## src/rtl/regbank_arb_pkg.sv

```systemverilog
// Shared types and default parameters for the configuration register bank arbiter.
// Holds the FSM state encoding and the pointer-width helper used by top and picker.
package regbank_arb_pkg;

  typedef enum logic {
    ARB    = 1'b0,
    LOCKED = 1'b1
  } arb_state_e;

  localparam int DEF_NUM_REGS = 8;
  localparam int DEF_WIDTH    = 8;
  localparam int DEF_NUM_REQ  = 2;
  localparam int DEF_LOCK_MAX = 4;

  // A single requester still needs a one-bit pointer.
  function automatic int ptr_width(input int n);
    return (n > 1) ? $clog2(n) : 1;
  endfunction

endpackage

```

## src/rtl/regbank_arbiter_rr_picker.sv

```systemverilog
// Combinational round-robin selector: first asserted request at or above ptr_i,
// wrapping modulo N. Produces a one-hot-or-zero grant and its encoded index.
module rr_picker
  import regbank_arb_pkg::*;
#(
  parameter int N     = DEF_NUM_REQ,
  parameter int PTR_W = ptr_width(DEF_NUM_REQ)
) (
  input  logic [N-1:0]     req_i,
  input  logic [PTR_W-1:0] ptr_i,
  output logic [N-1:0]     gnt_o,
  output logic [PTR_W-1:0] idx_o
);

  int               cand_s;
  logic [PTR_W-1:0] cand_idx_s;
  logic             hit_s;
  logic             found_s;

  // Walk the requests upward from the pointer and keep the first hit.
  always_comb begin
    gnt_o      = '0;
    idx_o      = '0;
    found_s    = 1'b0;
    hit_s      = 1'b0;
    cand_s     = 0;
    cand_idx_s = '0;
    for (int k = 0; k < N; k++) begin
      cand_s            = (int'(ptr_i) + k) % N;
      cand_idx_s        = PTR_W'(cand_s);
      hit_s             = !found_s && req_i[cand_idx_s];
      gnt_o[cand_idx_s] = hit_s;
      idx_o             = hit_s ? cand_idx_s : idx_o;
      found_s           = found_s | hit_s;
    end
  end

endmodule

```

## src/rtl/regbank_arbiter.sv

```systemverilog
// Configuration register bank shared by SPI (port 0) and core (port 1) requesters:
// round-robin grant, bounded lock tenure, one-cycle responses, contention counter.
module regbank_arbiter
  import regbank_arb_pkg::*;
#(
  parameter int NUM_REGS = DEF_NUM_REGS,
  parameter int WIDTH    = DEF_WIDTH,
  parameter int NUM_REQ  = DEF_NUM_REQ,
  parameter int LOCK_MAX = DEF_LOCK_MAX
) (
  input  logic                              clk_i,
  input  logic                              rstb_i,
  input  logic                              ena_i,
  input  logic [NUM_REQ-1:0]                req_vld_i,
  input  logic [NUM_REQ-1:0]                req_we_i,
  input  logic [NUM_REQ-1:0]                req_lock_i,
  input  logic [NUM_REQ*$clog2(NUM_REGS)-1:0] req_addr_i,
  input  logic [NUM_REQ*WIDTH-1:0]          req_wdata_i,
  output logic [NUM_REQ-1:0]                req_gnt_o,
  output logic [NUM_REQ-1:0]                rsp_vld_o,
  output logic [WIDTH-1:0]                  rsp_rdata_o,
  output logic [NUM_REGS*WIDTH-1:0]         config_regs_o,
  output logic [WIDTH-1:0]                  wait_cnt_o
);

  localparam int ADDR_W = $clog2(NUM_REGS);
  localparam int PTR_W  = ptr_width(NUM_REQ);
  localparam int CNT_W  = $clog2(LOCK_MAX + 1);

  arb_state_e             state_q, state_d;
  logic [PTR_W-1:0]       rr_q, rr_d;
  logic [PTR_W-1:0]       owner_q, owner_d;
  logic [CNT_W-1:0]       lock_cnt_q, lock_cnt_d;
  logic [NUM_REGS*WIDTH-1:0] regs_q;
  logic [NUM_REQ-1:0]     rsp_vld_q;
  logic [WIDTH-1:0]       rsp_rdata_q;
  logic [WIDTH-1:0]       wait_cnt_q;

  logic [NUM_REQ-1:0]     owner_mask_s, pick_req_s, pick_gnt_s, gnt_s;
  logic [PTR_W-1:0]       pick_ptr_s, pick_idx_s;
  logic                   accept_s, acc_we_s, acc_lock_s, addr_ok_s, contend_s;
  logic [ADDR_W-1:0]      acc_addr_s;
  logic [WIDTH-1:0]       acc_wdata_s, rd_data_s;

  function automatic logic [PTR_W-1:0] next_ptr(input logic [PTR_W-1:0] p);
    return (p == PTR_W'(NUM_REQ - 1)) ? '0 : p + PTR_W'(1);
  endfunction

  // Restrict candidates to the owner while a lock tenure is active.
  always_comb begin
    owner_mask_s = '0;
    for (int i = 0; i < NUM_REQ; i++) begin
      owner_mask_s[i] = (owner_q == PTR_W'(i));
    end
    if (state_q == LOCKED) begin
      pick_req_s = req_vld_i & owner_mask_s;
      pick_ptr_s = owner_q;
    end else begin
      pick_req_s = req_vld_i;
      pick_ptr_s = rr_q;
    end
  end

  rr_picker #(
    .N     (NUM_REQ),
    .PTR_W (PTR_W)
  ) u_picker (
    .req_i (pick_req_s),
    .ptr_i (pick_ptr_s),
    .gnt_o (pick_gnt_s),
    .idx_o (pick_idx_s)
  );

  // Gate the grant and decode the fields of the accepted access.
  always_comb begin
    if (ena_i && rstb_i) begin
      gnt_s = pick_gnt_s;
    end else begin
      gnt_s = '0;
    end
    accept_s    = |gnt_s;
    acc_we_s    = req_we_i[pick_idx_s];
    acc_lock_s  = req_lock_i[pick_idx_s];
    acc_addr_s  = req_addr_i[pick_idx_s*ADDR_W +: ADDR_W];
    acc_wdata_s = req_wdata_i[pick_idx_s*WIDTH +: WIDTH];
    addr_ok_s   = (32'(acc_addr_s) < 32'(NUM_REGS));
    if (addr_ok_s) begin
      rd_data_s = regs_q[acc_addr_s*WIDTH +: WIDTH];
    end else begin
      rd_data_s = '0;
    end
    contend_s = |(req_vld_i & ~gnt_s);
  end

  // Arbitration FSM next-state: round-robin in ARB, owner-only in LOCKED.
  always_comb begin
    state_d    = state_q;
    rr_d       = rr_q;
    owner_d    = owner_q;
    lock_cnt_d = lock_cnt_q;
    if (accept_s) begin
      case (state_q)
        ARB: begin
          if (acc_lock_s && (LOCK_MAX > 1)) begin
            state_d    = LOCKED;
            owner_d    = pick_idx_s;
            lock_cnt_d = CNT_W'(1);
          end else begin
            rr_d = next_ptr(pick_idx_s);
          end
        end
        LOCKED: begin
          if (!acc_lock_s || (lock_cnt_q == CNT_W'(LOCK_MAX - 1))) begin
            state_d    = ARB;
            rr_d       = next_ptr(owner_q);
            lock_cnt_d = '0;
          end else begin
            lock_cnt_d = lock_cnt_q + CNT_W'(1);
          end
        end
        default: begin
          state_d    = ARB;
          lock_cnt_d = '0;
        end
      endcase
    end else begin
      state_d = state_q;
    end
  end

  // Arbitration state registers.
  always_ff @(posedge clk_i or negedge rstb_i) begin
    if (!rstb_i) begin
      state_q    <= ARB;
      rr_q       <= '0;
      owner_q    <= '0;
      lock_cnt_q <= '0;
    end else begin
      state_q    <= state_d;
      rr_q       <= rr_d;
      owner_q    <= owner_d;
      lock_cnt_q <= lock_cnt_d;
    end
  end

  // Register storage and the one-cycle response; out-of-range writes are dropped.
  always_ff @(posedge clk_i or negedge rstb_i) begin
    if (!rstb_i) begin
      regs_q      <= '0;
      rsp_vld_q   <= '0;
      rsp_rdata_q <= '0;
    end else begin
      rsp_vld_q <= gnt_s;
      if (accept_s) begin
        if (acc_we_s) begin
          if (addr_ok_s) begin
            regs_q[acc_addr_s*WIDTH +: WIDTH] <= acc_wdata_s;
            rsp_rdata_q                       <= acc_wdata_s;
          end else begin
            rsp_rdata_q <= '0;
          end
        end else begin
          rsp_rdata_q <= rd_data_s;
        end
      end else begin
        rsp_rdata_q <= rsp_rdata_q;
      end
    end
  end

  // Saturating count of enabled cycles in which some request waited.
  always_ff @(posedge clk_i or negedge rstb_i) begin
    if (!rstb_i) begin
      wait_cnt_q <= '0;
    end else if (ena_i && contend_s && (wait_cnt_q != {WIDTH{1'b1}})) begin
      wait_cnt_q <= wait_cnt_q + WIDTH'(1);
    end else begin
      wait_cnt_q <= wait_cnt_q;
    end
  end

  assign req_gnt_o     = gnt_s;
  assign rsp_vld_o     = rsp_vld_q;
  assign rsp_rdata_o   = rsp_rdata_q;
  assign config_regs_o = regs_q;
  assign wait_cnt_o    = wait_cnt_q;

endmodule

```

## config.mk

```make
export PLATFORM = sky130hd
export DESIGN_NAME = regbank_arbiter
export DESIGN_NICKNAME = d
export VERILOG_FILES = /design/src/rtl/regbank_arb_pkg.sv /design/src/rtl/regbank_arbiter_rr_picker.sv /design/src/rtl/regbank_arbiter.sv
export SDC_FILE = /design/constraint.sdc
export NUM_CORES = 1
export LEC_CHECK = 0
export ABC_AREA = 1
export ABC_CLOCK_PERIOD_IN_PS = 3400
export BUFFER_PORTS_ARGS = -buffer_cell sky130_fd_sc_hd__clkbuf_2
export CAP_MARGIN = 20
export CELL_PAD_IN_SITES_DETAIL_PLACEMENT = 0
export CELL_PAD_IN_SITES_GLOBAL_PLACEMENT = 1
export CORE_MARGIN = 10
export CORE_UTILIZATION = 30
export CTS_BUF_LIST = sky130_fd_sc_hd__clkbuf_2 sky130_fd_sc_hd__clkbuf_4 sky130_fd_sc_hd__clkbuf_8
export CTS_CLUSTER_DIAMETER = 120
export DETAILED_ROUTE_END_ITERATION = 8
export PLACE_DENSITY_LB_ADDON = 0.2
export SLEW_MARGIN = 20
export SYNTH_ARGS = -nofsm -noshare
export SYNTH_HDL_FRONTEND = slang
export SYNTH_SLANG_ARGS = --single-unit
```

## constraint.sdc

```tcl
create_clock -name clk_i -period 3.4 [get_ports clk_i]
set_clock_uncertainty 0.15 [all_clocks]
set_input_delay 0 -clock clk_i [delete_from_list [all_inputs] [get_ports clk_i]]
set_output_delay 0 -clock clk_i [all_outputs]
set_load 0.02 [all_outputs]
```

After elaboration in Yosys (flattened, before gate mapping)
Index checks and enable logic that the tools add are counted.
{"block": "classes", "addsub": 6, "n_mul": 1, "order_cmp": 5, "eq_ne": 5, "shifts": 5, "n_mux": 31, "bitwise_logic": 6, "n_reduce_logical": 15}
{"operator": "64-bit bitwise mux", "count": 1}
{"operator": "8-bit by 34-bit variable shift with 64-bit output (first input constant)", "count": 1}
{"operator": "64-bit by 7-bit variable part select with 8-bit output", "count": 1}
{"operator": "8-bit by 34-bit variable part select with 64-bit output", "count": 1}
{"operator": "6-bit negator with 34-bit output", "count": 1}
{"operator": "1-bit 2-to-1 mux", "count": 19}
{"operator": "16-bit by 5-bit variable part select with 8-bit output", "count": 1}
{"operator": "8-bit by 1-bit adder with 8-bit output (second input constant)", "count": 1}
{"operator": "8-bit 2-to-1 mux", "count": 1}
{"operator": "8-bit inequality test (second input constant)", "count": 1}
{"operator": "2-bit bitwise AND", "count": 3}
{"operator": "1-bit logical AND", "count": 6}
{"operator": "1-bit by 2-bit < comparator with 1-bit output (second input constant)", "count": 3}
{"operator": "3-bit 2-to-1 mux", "count": 2}
{"operator": "3-bit case mux with 2 select lines", "count": 1}
{"operator": "3-bit AND reduction", "count": 2}
{"operator": "6-bit by 4-bit variable part select with 3-bit output", "count": 1}
{"operator": "2-bit 2-to-1 mux", "count": 2}
{"operator": "2-bit inequality test (second input constant)", "count": 2}
{"operator": "1-bit case mux with 2 select lines", "count": 2}
{"operator": "2-bit AND reduction", "count": 2}
{"operator": "2-bit OR reduction", "count": 2}
{"operator": "1-bit adder (second input constant)", "count": 3}
{"operator": "3-bit by 1-bit adder with 3-bit output (second input constant)", "count": 1}
{"operator": "10 further kinds", "count": 14}
{"block": "totals", "register_bits": 88, "inputBits": 31, "out_inout_bits": 84, "word_cells": 82}

Longest topological paths before layout
Gate-level depths: netlist (run 1).
{"block": "depth", "depth_word": 14, "ltp_mapped": 15, "depth_no_buf": 14}

Modules after synthesis
From an unflattened synthesis (run 1), not the netlist that was laid out.
{"block": "unflattened", "cells_unflattened": 723, "area_unflattened_um2": 5088.6}
{"mod": "regbank_arbiter", "instances": 1, "cells_each": 717, "area_each_um2": 5064.9, "seq_area_each_um2": 2202.1}
{"mod": "rr_picker", "instances": 1, "cells_each": 6, "area_each_um2": 23.8, "seq_area_each_um2": 0.0}

Least setup slack after synthesis (run 1)
OpenSTA, ideal clock, no wires.
{"block": "synth_path", "path_kind": "register -> register", "start": "reg state_q", "end": "reg regs_q[32], in the netlist config_regs_o[32]", "setup_time_ns": 0.117, "t_arrival_ns": 2.444, "required_time_ns": 3.133, "slack_ns": 0.689, "stages_incl_launch_ff": 12, "path_buffers": 1, "period_less_slack_ns": 2.711, "path_cell_list": "dfrtp_1 > a21oi_4 > nand3_1 > nand2_4 > inv_4 > buf_2 > ha_1 > inv_2 > nor3_2 > nand2_2 > nand2_1 > nand2_1"}
{"block": "synth_between", "elab_chain_cells": 11, "elab_cells_between_ends": 35, "cone_classes": "add/sub (2); mul (1); order compare (4); shift (4); mux (17); bitwise (1); reduce/logical (6)"}
{"item": "start: declaration", "line": "regbank_arbiter.sv:30", "source": "arb_state_e state_q, state_d;"}
{"item": "start signal: assignment", "line": "regbank_arbiter.sv:139", "source": "state_q <= state_d;"}
{"item": "1-bit 2-to-1 mux or 2-bit 2-to-1 mux (tied branches)", "line": "regbank_arbiter.sv:55", "source": "if (state_q == LOCKED) begin"}
{"item": "1-bit adder or 1-bit 2-to-1 mux (tied branches)", "line": "regbank_arbiter_rr_picker.sv:29, regbank_arbiter_rr_picker.sv:31"}
{"item": "1-bit 2-to-1 mux (not written as such)", "line": "regbank_arbiter_rr_picker.sv:31", "source": "hit_s = !found_s && req_i[cand_idx_s];"}
{"item": "1-bit 2-to-1 mux (not written as such) or 1-bit logical NOT (tied branches)", "line": "regbank_arbiter_rr_picker.sv:31"}
{"item": "1-bit logical AND", "line": "regbank_arbiter_rr_picker.sv:31"}
{"item": "1-bit 2-to-1 mux", "line": "regbank_arbiter_rr_picker.sv:33", "source": "idx_o = hit_s ? cand_idx_s : idx_o;"}
{"item": "1-bit by 2-bit multiplier with 3-bit output", "line": "regbank_arbiter.sv:84", "source": "acc_addr_s = req_addr_i[pick_idx_s*ADDR_W +: ADDR_W];"}
{"item": "6-bit by 4-bit variable part select with 3-bit output", "line": "regbank_arbiter.sv:84"}
{"item": "6-bit negator with 34-bit output", "line": "regbank_arbiter.sv:157", "source": "regs_q[acc_addr_s*WIDTH +: WIDTH] <= acc_wdata_s;"}
{"item": "8-bit by 34-bit variable part select with 64-bit output or 8-bit by 34-bit variable shift with 64-bit output (tied branches)", "line": "regbank_arbiter.sv:157"}
{"item": "64-bit bitwise mux", "line": "regbank_arbiter.sv:157"}
{"item": "end signal: indexed assignment", "line": "regbank_arbiter.sv:157"}
{"item": "end: declaration", "line": "regbank_arbiter.sv:34", "source": "logic [NUM_REGS*WIDTH-1:0] regs_q;"}
Several ways; a longest one is shown, not always the timed one. The select of a mux whose other input is x is not followed.
A chain may end at the register's enable or synchronous reset.

Worst setup path after layout (run 1)
{"block": "layout_path", "start": "reg state_q", "end": "reg regs_q[36], in the netlist config_regs_o[36]"}
Same word-level chain as after synthesis.

==> results of run 1 <==
-- Yosys cell counts, drive strengths merged --
| cell type | n |
|---|---|
| nand2 | 230 |
| buf | 18 |
| nand3 | 139 |
| or2 | 2 |
| nand4 | 2 |
| xor2 | 5 |
| nor2 | 26 |
| o21ai | 65 |
| o22ai | 2 |
| dfrtp | 88 |
| xnor2 | 2 |
| ha | 7 |
| a31oi | 1 |
| nor3 | 22 |
| a21oi | 2 |
| inv | 118 |
| clkbuf | 6 |
-- sequential cells by signal, indices dropped and copies added (netlist names) --
signal and count:
config_regs_o 64, rsp_rdata_o 8, wait_cnt_o 8, lock_cnt_q 3, rsp_vld_o 2, owner_q 1, rr_q 1, state_q 1
-- worst min-delay path: stages --
cell	delay [ns]
clkbuf_2	0.09
o21ai_2	0.15
o21ai_0	0.19
inv_1	0.04
nand2_1	0.05
-- cell families after synthesis --
logic type               count (synthesis)  share of synthesized area, %
AND/OR/NAND/NOR                        421                         36.95
XOR/XNOR                                 7                         1.146
buffers and inverters                  142                         11.11
flip-flops                              88                         41.16
AO/OA/AOI/OAI                           70                         7.998
adder cells (fa/ha/maj)                  7                         1.637
-- layer usage --
layer | global-route usage, % | vias to the layer above
met5 | 0 | -
li1 | - | 2576
met3 | 3.877 | 17
met2 | 26.81 | 109
met1 | 20.16 | 2419
met4 | 4.318 | 0
-- power by group through the flow --
stage | clock network (uW) | logic [uW] | registers (uW)
global route | 854 | 2590 | 1500
floorplan | 0 | 1370 | 1660
CTS | 810 | 2360 | 1470
detailed placement | 0 | 2320 | 1490
finish | 791 | 2330 | 1470
global placement | 0 | 2310 | 1480
-- worst max-delay path by stage --
stage | to | depth (start not counted)
floorplan | config_regs_o[32]$_DFFE_PN0P_ | 11
global placement | config_regs_o[32]$_DFFE_PN0P_ | 12
detailed placement | config_regs_o[36]$_DFFE_PN0P_ | 12
CTS | config_regs_o[36]$_DFFE_PN0P_ | 12
global route | config_regs_o[61]$_DFFE_PN0P_ | 12
finish | config_regs_o[36]$_DFFE_PN0P_ | 12
-- layout by cell type (no fill, tap or decap), types with 2 or more instances in the layout --
| cell | instances |
|---|---|
| clkbuf_2 | 113 |
| ha_1 | 7 |
| nand2_1 | 218 |
| xnor2_1 | 2 |
| nor3_2 | 2 |
| dlygate4sd3_1 | 10 |
| inv_2 | 7 |
| clkbuf_4 | 2 |
| nor2_1 | 22 |
| nor3_1 | 20 |
| nor2_2 | 2 |
| nand3_2 | 8 |
| inv_1 | 110 |
| dfrtp_1 | 88 |
| clkinv_2 | 2 |
| or2_2 | 2 |
| nand3_1 | 129 |
| nand2_8 | 3 |
| o21ai_0 | 15 |
| o21ai_2 | 15 |
| nand4_1 | 2 |
| o21ai_1 | 35 |
| nand2_2 | 7 |
| nand3_4 | 2 |
| nand2_4 | 2 |
| xor2_1 | 5 |
| buf_4 | 12 |
| clkbuf_8 | 11 |
-- through the flow --
stage	utilization, %	hold slack (ns)	cell area (sq um)
6_report	37.12	0.009719	6465
5_1_grt	37.12	0.02448	6465
4_1_cts	37.12	0.01154	6465
3_5_place_dp	35.24	-0.1338	6138
3_3_place_gp	35.24	-0.1412	6138
2_1_floorplan	-	-0.4456	5350
-- cell type report --
type	instances	area, sq um
tap	225	281.5
clock inverter	3	40.04
clock buffer	13	166.4
multi-input combinational	505	2554
fill	1911	10950
sequential	88	2202
inverter	118	445.4
timing repair buffer	136	775.7
==> summary.md, run 1 <==
| Metric | Value |
|---|---|
| Ys Warns | 0 |
| Worst hold start | req_wdata_i[13] |
| R2r startpoint | state_q$_DFFE_PN0P_ |
| Pin count of the biggest net entering global routing | 52 |
| Overflow after GRT | 0 |
| Antenna Nets Post-Route | 0 |
| WL met1 | 8.408 mm |
| R2r setup slk | 0.34 ns |
| Min-Delay Endpoint | rsp_rdata_o[5]$_DFFE_PN0P_ |
| Num ports | 115 |
| Count of final setup violators | 0 |
| Post-synth net total | 773 |
| 1st-iter DRT viols | 310 |
| CP Cell Sequence | inv_2 -> nand3_4 -> nand2_4 -> nand2_2 -> nand2_4 -> inv_4 -> ha_1 -> inv_2 -> nor3_2 -> buf_4 -> nand3_1 -> nand2_1 |
| Startpoint Class | flop |
| Arrival @ worst endpoint | 3.23 ns |
| Post-DP HPWL | 14.84 mm |
| Top layer in use | met4 |
| CTS tree | done |
| Slowest stage cell, crit path | dfrtp_1 |
| Cts bufs inserted | 9 |
| CP Data Required Time | 3.58 ns |
| Top-area cell type share of the netlist area | 41.16% |
| #FFs+latches synth | 88 |
| Max FO, Critical Path | 27 |
| CTS clk-pin slew, worst paths | 0.09 ns |
| Vias per cell | 4.707 |
| Status | completed |
| RR Endpoint | config_regs_o[36]$_DFFE_PN0P_ |
| Vias | 5121 |
| Antenna cells | 0 |
| Sw frac | 48.68% |
| Site row count | 48 |
| Pwr dens | 709.0 mW/mm^2 |
| Clk sinks | 88 |
| Crit Path Class | reg2reg |
| Antenna violations before repair | 0 |
| Met3 WL | 993 microns |
| Worst-margin pin slew | 0.8342 ns |
| WL final | 18.98 mm |
| Post-Layout Cell Count | 1088 |
| CP startpoint | state_q$_DFFE_PN0P_ |
| Final net count | 896 |
| Reg power frac | 32.0% |
| Post-CTS Hold Fix Bufs | 11 |
| TritonRoute pass-1 iters | 5 |
| DRC | 0 |
| CTS max path bufs | 2 |
| Pre-CTS WS | 0.3708 ns |
| Post-synth cell types | 35 |
| Crit end category | flop |
| Layout cells sized above 1 | 22.83% |
| GPL Wtd Cong | 0.8708 |
| Comb pwr share | 50.8% |
| RSZ-0062 raised after global routing | no |
| Crit-path max cell delay | 0.50 ns |
| Netlist Area Pre-Place | 0.005350 sq mm |
| H-tree depth | 3 |
| Post-Syn Instances | 735 |
| Die Ht | 153.5 microns |
| Highest clock rate | 327.1 MHz |
| Min-Delay Path Depth | 5 |
| Post-route total power | 4584 uW |
| Later-pin clock latency in the skew report | 0.38 ns |
| Area Growth Syn to Fin | 20.84% |
| Die ar. | 0.02358 sq mm |
| Mean Syn Cell Area | 7.279 sq um |
| Core Box Area | 0.01742 sq mm |
| Largest area contributor in the netlist | dfrtp_1 |
| Relative slew slack | 44.01% |
| Delay-heaviest family, CP | simple AND/OR/NAND/NOR gates |
| Final Cycle Share | 89.91% |
| Die width | 153.5 microns |
| Peak supply drop | 349.9 uV |
| Wire per inst | 17.44 microns |
| Max Cap Viol | 0 |
| Pins Over Slew Limit | 0 |
| Root buffer cell | clkbuf_8 |
| Synth area leaders | dfrtp_1 41%, nand2_1 15%, nand3_1 12%, inv_1 7.7%, o21ai_1 3.3% |
| Leakage power | 0.003338 uW |
| IO Port Bufs | 114 |
| Global-route wire length before repair | 29.77 mm |
| Sequential area share after synthesis | 41.16% |
| Worst path bufs/invs | 4 |
| Clock share of power | 17.3% |
| Setup Buffers After CTS | 0 |
| DR WL met2 | 9.261 mm |
| Worst Reg-to-Reg Cells | 12 |
| P_sw | 2231 uW |
| Worst Slack Setup Final | 0.3429 ns |
| Final hold vios | 0 |
| Initial Utilization | 30.72% |
| Total Neg Setup Slack | 0 ns |
| GR Util All Layers | 16.04% |
| Final min period | 3.057 ns |
| Hold WC Path Type | in2reg |
| Internal Power | 2352 uW |
| Post-Place Cells | 1061 |
| CTS resizes | 0 |
| Via count of the first global-routing pass | 5144 |
(Power assumes the default switching activity.)
==> run 2, diff against run 1 <==
--- a/config.mk
+++ b/config.mk
@@ -5,8 +5,7 @@
 export SDC_FILE = /design/constraint.sdc
 export NUM_CORES = 1
 export LEC_CHECK = 0
-export ABC_AREA = 1
-export ABC_CLOCK_PERIOD_IN_PS = 3400
+export ABC_CLOCK_PERIOD_IN_PS = 2900
 export BUFFER_PORTS_ARGS = -buffer_cell sky130_fd_sc_hd__clkbuf_2
 export CAP_MARGIN = 20
 export CELL_PAD_IN_SITES_DETAIL_PLACEMENT = 0
==> constraint.sdc (replaced) <==
create_clock -name clk_i -period 2.9 [get_ports clk_i]
set_clock_uncertainty 0.15 [all_clocks]
set_input_delay 0 -clock clk_i [delete_from_list [all_inputs] [get_ports clk_i]]
set_output_delay 0 -clock clk_i [all_outputs]
set_load 0.02 [all_outputs]
==> run 2 against run 1 <==
Sequential power rose by 18%. Worst hold slack improved by 0.012 ns. Sequential share of layout area rose by 0.43 points. Non-clock buffer count rose by 52. First-iteration DRC count fell by 14%. Wire length fell by 14%. Largest cell class unchanged.
==> summary.md, run 2 <==
| Metric | Value |
|---|---|
| Status | completed |
| Post-Place Cells | 726 (-32%) |
| Final net count | 613 (-32%) |
| Final min period | 2.880 ns (-0.1772 ns) |
| Wire per inst | 21.23 microns (+22%) |
| Ys Warns | 0 (unchanged) |
| Antenna violations before repair | 0 (unchanged) |
| Min-Delay Endpoint | config_regs_o[6]$_DFFE_PN0P_ |
| Final Cycle Share | 99.31% (+9.4 points) |
| Worst Reg-to-Reg Cells | 8 (-4) |
| Cts bufs inserted | 9 (unchanged) |
| Top-area cell type share of the netlist area | 48.10% (+6.9 points) |
| DRC | 0 (unchanged) |
| R2r setup slk | 0.02 ns (-0.32 ns) |
| Max Cap Viol | 0 (unchanged) |
| CTS max path bufs | 2 (unchanged) |
| Antenna Nets Post-Route | 0 (unchanged) |
| Arrival @ worst endpoint | 3.00 ns (-0.23 ns) |
| Sequential area share after synthesis | 48.10% (+6.9 points) |
| Leakage power | 0.003102 uW (-7.1%) |
| CP Data Required Time | 3.02 ns (-0.56 ns) |
| CP Cell Sequence | or3b_4 -> and3_4 -> o31ai_4 -> ha_4 -> nor2_2 -> or4b_4 -> buf_12 -> mux2_4 |
| Hold WC Path Type | in2reg |
| Relative slew slack | 45.10% (+1.1 points) |
| Min-Delay Path Depth | 4 (-1) |
| Core Box Area | 0.01509 sq mm (-13%) |
| WL final | 16.30 mm (-14%) |
| Later-pin clock latency in the skew report | 0.38 ns (about the same) |
| Post-Syn Instances | 404 (-45%) |
| Worst path bufs/invs | 1 (-3) |
| Largest area contributor in the netlist | dfrtp_1 |
| Post-synth top cells | 88 x dfrtp_1, 40 x nand2_1, 33 x mux2_2 |
| Netlist Area Pre-Place | 0.004578 sq mm (-14%) |
| Crit-path max cell delay | 0.48 ns (-0.02 ns) |
| Count of final setup violators | 0 (unchanged) |
| Final hold vios | 0 (unchanged) |
| Startpoint Class | flop |
| Top layer in use | met4 |
| Worst-margin pin slew | 0.8235 ns (-0.01069 ns) |
| Max reg flops | 64 (unchanged) |
| Post-route total power | 4845 uW (+5.7%) |
| Peak supply drop | 343.7 uV (-1.8%) |
| Post-Layout Cell Count | 768 (-29%) |
| Synth area leaders | dfrtp_1 48%, mux2_2 8.1%, mux2_1 5.9%, mux2i_1 4.4%, mux4_2 3.4% |
| EDFF count, synth | 0 (unchanged) |
| Highest clock rate | 347.2 MHz (+6.2%) |
| Pins Over Slew Limit | 0 (unchanged) |
| Global-route wire length before repair | 25.18 mm (-15%) |
| Most common cell after layout, fill and taps aside | clkbuf_2 |
| Antenna cells | 0 (unchanged) |
| Vias per cell | 5.189 (+10%) |
| Crit Path Class | reg2reg |
| Post-synth cell types | 49 (+40%) |
| Die ar. | 0.02060 sq mm (-13%) |
| Die width | 143.5 microns (-6.5%) |
| Root buffer cell | clkbuf_8 |
| Ys async rst share | 100.0% (unchanged) |
| Overflow after GRT | 0 (unchanged) |
| CTS tree | done |
| RSZ-0062 raised after global routing | yes |
| Slowest stage cell, crit path | or4b_4 |
| Pin count of the biggest net entering global routing | 61 (+17%) |
| CTS clk-pin slew, worst paths | 0.09 ns (about the same) |
| Count leader, synth | dfrtp_1 |
| Worst hold start | req_wdata_i[6] |
| RR Endpoint | config_regs_o[49]$_DFFE_PN0P_ |
| Total Neg Setup Slack | 0 ns (unchanged) |
| 1st-iter DRT viols | 267 (-14%) |
| Commonest cells after routing, fill and taps aside | 113 x clkbuf_2, 88 x dfrtp_1, 48 x buf_4 |
| Clk sinks | 88 (unchanged) |
| Site row count | 45 (-6.3%) |
| WL met1 | 7.410 mm (-12%) |
| Final core utilization | 42.31% (+5.2 points) |
| R2r startpoint | state_q$_DFFE_PN0P_ |
| GPL Wtd Cong | 0.8140 (-6.5%) |
| Worst Slack Setup Final | 0.02013 ns (-0.3228 ns) |
| Area Growth Syn to Fin | 39.44% |
| Dominant synthesized flop cell | dfrtp_1 |
| Via count of the first global-routing pass | 4178 (-19%) |
| Post-DP HPWL | 12.15 mm (-18%) |
| TritonRoute pass-1 iters | 4 (-1) |
| Pre-CTS WS | -0.07424 ns (-0.4450 ns) |
| Vias | 3985 (-22%) |
| #FFs+latches synth | 88 (unchanged) |
| Num ports | 115 (unchanged) |
| GR Util All Layers | 16.10% (+0.057 points) |
| Pwr dens | 759.0 mW/mm^2 (+7.1%) |
| H-tree depth | 3 (unchanged) |
| Layout cells sized above 1 | 46.21% (+23 points) |
| Max FO, Critical Path | 8 (-70%) |
| Initial Utilization | 30.34% (-0.38 points) |
| DR WL met2 | 7.770 mm (-16%) |
| Crit end category | flop |
| Delay-heaviest family, CP | simple AND/OR/NAND/NOR gates |
| IO Port Bufs | 114 (unchanged) |
| Die Ht | 143.5 microns (-6.5%) |
| Mean Syn Cell Area | 11.33 sq um (+56%) |
| Met3 WL | 995 microns (+0.20%) |
| Post-synth net total | 442 (-43%) |
run 2: changes by cell type in the layout (fill, tap and decap cells not counted), sizes merged, moves of 10 or more:
| cell | before | now |
|---|---|---|
| nand2 | 230 | 40 |
| nand3 | 139 | 8 |
| inv | 118 | 7 |
| o21ai | 65 | 5 |
| mux2 | 0 | 57 |
| buf | 13 | 56 |
| mux2i | 0 | 21 |
| nor4 | 0 | 17 |
| a21oi | 2 | 14 |
| o31ai | 0 | 10 |
run 2: worst max path at each step:
stage | start | endpoint | slack [ns] | depth (start not counted)
after floorplan | state_q$_DFFE_PN0P_ | config_regs_o[22]$_DFFE_PN0P_ | -0.51 | 14
after global placement | state_q$_DFFE_PN0P_ | config_regs_o[53]$_DFFE_PN0P_ | -0.03 | 8
after detailed placement | state_q$_DFFE_PN0P_ | config_regs_o[52]$_DFFE_PN0P_ | -0.07 | 9
after CTS | state_q$_DFFE_PN0P_ | config_regs_o[50]$_DFFE_PN0P_ | 0.004 | 8
after global routing | state_q$_DFFE_PN0P_ | config_regs_o[55]$_DFFE_PN0P_ | -0.08 | 8
final | state_q$_DFFE_PN0P_ | config_regs_o[49]$_DFFE_PN0P_ | 0.02 | 8
run 2: worst min-delay path, stage by stage:
cell and delay [ns]:
clkbuf_2 0.08, mux2i_1 0.14, buf_4 0.22, o31ai_2 0.08
run 2: cell type report:
cell class / count / area [sq um]
Fill cell: 1490 / 8706
Multi-Input combinational cell: 281 / 2496
Sequential cell: 88 / 2202
Timing Repair Buffer: 188 / 1236
Tap cell: 188 / 235.2
Clock buffer: 12 / 158.9
Clock inverter: 4 / 28.78
Inverter: 7 / 26.28
run 2: logic make-up (layout without fill, tap and decap cells):
family / after synthesis / count (layout) / share of synthesized area [%]
DFF: 88 / 88 / 48.10
buffers and inverters: 35 / 211 / 3.279
muxes: 85 / 85 / 22.14
and+or+nand+nor: 130 / 130 / 15.06
adders and majority gates: 8 / 8 / 2.132
AOI/OAI and AO/OA: 51 / 51 / 7.953
xor gates and xnor gates: 7 / 7 / 1.339
run 2: per-layer routing:
metal | track usage, % | up-vias
li1 | - | 1846
met3 | 4.455 | 10
met1 | 20.54 | 2023
met4 | 3.708 | 0
met2 | 26.46 | 106
met5 | 0 | -
run 2: what timing repair did:
item	in CTS	in global routing
setup endpoints to repair	16	45
hold buffers	19	0
resized for setup	2	25
buffers inserted	0	7
hold endpoints to repair	49	0
pin swaps	0	6
run 2: power by group:
group | total [uW] | switching, uW | internal [uW]
registers | 1740 | 248 | 1490
logic | 2270 | 1310 | 961
clock network | 834 | 466 | 368
run 2: metrics by stage:
stage                     area [sq um]  hold WS, ns
after floorplan                   4882      -0.4456
after global placement            5833     -0.02502
after detailed placement          5833     -0.02439
after CTS                         6223      0.02321
after global routing              6384      0.06461
final                             6384      0.02155
==> run 3, diff against run 2 <==
--- a/config.mk
+++ b/config.mk
@@ -10,12 +10,14 @@
 export CAP_MARGIN = 20
 export CELL_PAD_IN_SITES_DETAIL_PLACEMENT = 0
 export CELL_PAD_IN_SITES_GLOBAL_PLACEMENT = 1
+export CORE_ASPECT_RATIO = 0.9
 export CORE_MARGIN = 10
 export CORE_UTILIZATION = 30
 export CTS_BUF_LIST = sky130_fd_sc_hd__clkbuf_2 sky130_fd_sc_hd__clkbuf_4 sky130_fd_sc_hd__clkbuf_8
 export CTS_CLUSTER_DIAMETER = 120
 export DETAILED_ROUTE_END_ITERATION = 8
 export PLACE_DENSITY_LB_ADDON = 0.2
+export RECOVER_POWER = 25
 export SLEW_MARGIN = 20
 export SYNTH_ARGS = -nofsm -noshare
 export SYNTH_HDL_FRONTEND = slang
==> run 3 against run 2 <==
Total power fell by 1.7%. Sequential share of layout area rose by 0.58 points. Count of clock-buffer cells in the layout fell by 3. Fmax rose by 1.6%. Register-to-register slack improved by 0.05 ns. Sequential cell count did not move. Cell count rose by 0.26%. Worst hold slack got worse by 0.0022 ns. First-iteration DRC count rose by 30%. Core utilization rose by 0.054 points. Die area barely moved. Clock power fell by 5.0%. Highest routed layer unchanged.
==> summary.md, run 3 (synthesized netlist as in run 2, its figures left out) <==
| Metric | Value |
|---|---|
| Status | completed |
| 1st-iter DRT viols | 348 (+30%) |
| Max FO, Critical Path | 8 (unchanged) |
| Startpoint Class | flop |
| Via count of the first global-routing pass | 4114 (-1.5%) |
| Final core utilization | 42.36% (+0.054 points) |
| Initial Utilization | 30.89% (+0.55 points) |
| Pin count of the biggest net entering global routing | 52 (-15%) |
| WHS | 0.01937 ns (-0.002176 ns) |
| Antenna violations before repair | 0 (unchanged) |
| Max Cap Viol | 0 (unchanged) |
| Die width | 150.2 microns (+4.7%) |
| Root buffer cell | clkbuf_8 |
| Site row count | 42 (-6.7%) |
| CTS max path bufs | 2 (unchanged) |
| Later-pin clock latency in the skew report | 0.37 ns (about the same) |
| Worst path depth | 8 (unchanged) |
| Total Neg Setup Slack | 0 ns (unchanged) |
| TritonRoute pass-1 iters | 4 (unchanged) |
| WL final | 16.12 mm (-1.1%) |
| Relative slew slack | 54.35% (+9.2 points) |
| Hold WC Path Type | in2reg |
| GPL Wtd Cong | 0.8750 (+7.5%) |
| Layout cells sized above 1 | 39.34% (-6.9 points) |
| Crit Path Class | reg2reg |
| Max reg flops | 64 (unchanged) |
| Crit-path max cell delay | 0.47 ns (about the same) |
| Global-route wire length before repair | 24.76 mm (-1.6%) |
| Die ar. | 0.02061 sq mm (about the same) |
| Peak supply drop | 205.0 uV (-40%) |
| CTS tree | done |
| Final hold vios | 0 (unchanged) |
| CP Cell Sequence | or3b_4 -> and3_1 -> o31ai_4 -> ha_4 -> nor2_1 -> or4b_4 -> buf_8 -> mux2_4 |
| Antenna cells | 0 (unchanged) |
| Clk sinks | 88 (unchanged) |
| Wire per inst | 20.94 microns (-1.4%) |
| RSZ-0062 raised after global routing | yes |
| IO Port Bufs | 114 (unchanged) |
| Die Ht | 137.2 microns (-4.4%) |
| Pwr dens | 758.5 mW/mm^2 (about the same) |
| Delay-heaviest family, CP | simple AND/OR/NAND/NOR gates |
| Vias per cell | 5.123 (-1.3%) |
| Core Box Area | 0.01482 sq mm (-1.8%) |
| Cts bufs inserted | 9 (unchanged) |
| CP Data Required Time | 3.01 ns (about the same) |
| Worst Reg-to-Reg Cells | 8 (unchanged) |
| Commonest cells after routing, fill and taps aside | 88 x dfrtp_1, 88 x clkbuf_2, 40 x nand2_1 |
| Worst-margin pin slew | 0.6848 ns (-0.1387 ns) |
| Crit end category | flop |
| Pre-CTS WS | 0.008809 ns (+0.08305 ns) |
| Arrival @ worst endpoint | 2.94 ns (-0.06 ns) |
| Antenna Nets Post-Route | 0 (unchanged) |
| Final net count | 606 (-1.1%) |
| Highest clock rate | 352.8 MHz (+1.6%) |
| Worst Slack Setup Final | 0.06590 ns (+0.04577 ns) |
| Count of final setup violators | 0 (unchanged) |
| Final Cycle Share | 97.73% (-1.6 points) |
| Worst path bufs/invs | 1 (unchanged) |
| Area Growth Syn to Fin | 37.11% |
| Overflow after GRT | 0 (unchanged) |
| DRC | 0 (unchanged) |
| CTS clk-pin slew, worst paths | 0.09 ns (about the same) |
| Leakage power | 0.002971 uW (-4.2%) |
| H-tree depth | 3 (unchanged) |
| Pins Over Slew Limit | 0 (unchanged) |
| Slowest stage cell, crit path | or4b_4 |
| Min-Delay Path Depth | 5 (+1) |
| GR Util All Layers | 15.60% (-0.50 points) |
| Vias | 3945 (-1.0%) |
| Final min period | 2.834 ns (-0.04577 ns) |
| Post-DP HPWL | 12.00 mm (-1.3%) |
| Num ports | 115 (unchanged) |
[run 3: cell types whose count changed in the layout (fill, tap and decap cells not counted), moves of 4 or more]
| cell | previous run | this run |
|---|---|---|
| buf_4 | 48 | 39 |
| o31ai_2 | 4 | 0 |
| clkbuf_1 | 0 | 26 |
| o31ai_1 | 5 | 9 |
| clkbuf_2 | 113 | 88 |
[run 3: path summary, 6_finish.rpt]
| check | start | to | slack, ns |
|---|---|---|---|
| max | rr_q$_DFFE_PN0P_ | config_regs_o[49]$_DFFE_PN0P_ | 0.07 |
| min | req_lock_i[0] | lock_cnt_q[1]$_DFFE_PN0P_ | 0.02 |
| max reg2reg | rr_q$_DFFE_PN0P_ | config_regs_o[49]$_DFFE_PN0P_ | 0.07 |
| min reg2reg | lock_cnt_q[2]$_DFFE_PN0P_ | lock_cnt_q[2]$_DFFE_PN0P_ | 0.34 |
| max in group asynchronous | rstb_i | rsp_rdata_o[3]$_DFFE_PN0P_ | 1.36 |
| min in group asynchronous | rstb_i | wait_cnt_o[5]$_DFFE_PN0P_ | 0.16 |
[run 3: what timing repair did]
action                                 CTS  global route
pin swaps                                0             1
hold buffers                            19             0
endpoints found under the hold margin   54             0
buffers inserted                         0             2
resized for setup                        1            14
setup endpoints to repair                1            50
[run 3: power breakdown]
group,total (uW),switching [uW],internal (uW)
Clock,792,480,311
Combinational,2220,1290,934
Sequential,1750,258,1490
Total,4760,2020,2740
[run 3: area by class of cell]
type	instances	area, sq um
Inverter	7	26.28
Timing Repair Buffer	181	1170
Clock inverter	6	46.29
Multi-Input combinational cell	281	2461
Fill cell	1486	8542
Tap cell	198	247.7
Clock buffer	9	123.9
Sequential cell	88	2202
[run 3: worst min-delay path: cells and delay by family]
family | cells | cell delay, ns
compound gates | 2 | 0.27
buf+inv | 1 | 0.08
mux | 1 | 0.09
simple gates | 1 | 0.06
[run 3: through the flow]
stage,instances,total power [uW],area [sq um]
global placement,734,3902,5868
detailed placement,734,3928,5868
CTS,768,4790,6241
finish,770,4761,6277
global route,770,5049,6277
floorplan,404,3122,4882
[run 3: per-layer routing]
layer | GRT usage, % | routed length (microns) | part of all wire [%]
met5 | 0 | 0 | 0
met4 | 4.800 | 195 | 1.2
met3 | 2.985 | 1011 | 6.3
met2 | 23.48 | 7296 | 45
met1 | 22.11 | 7616 | 47
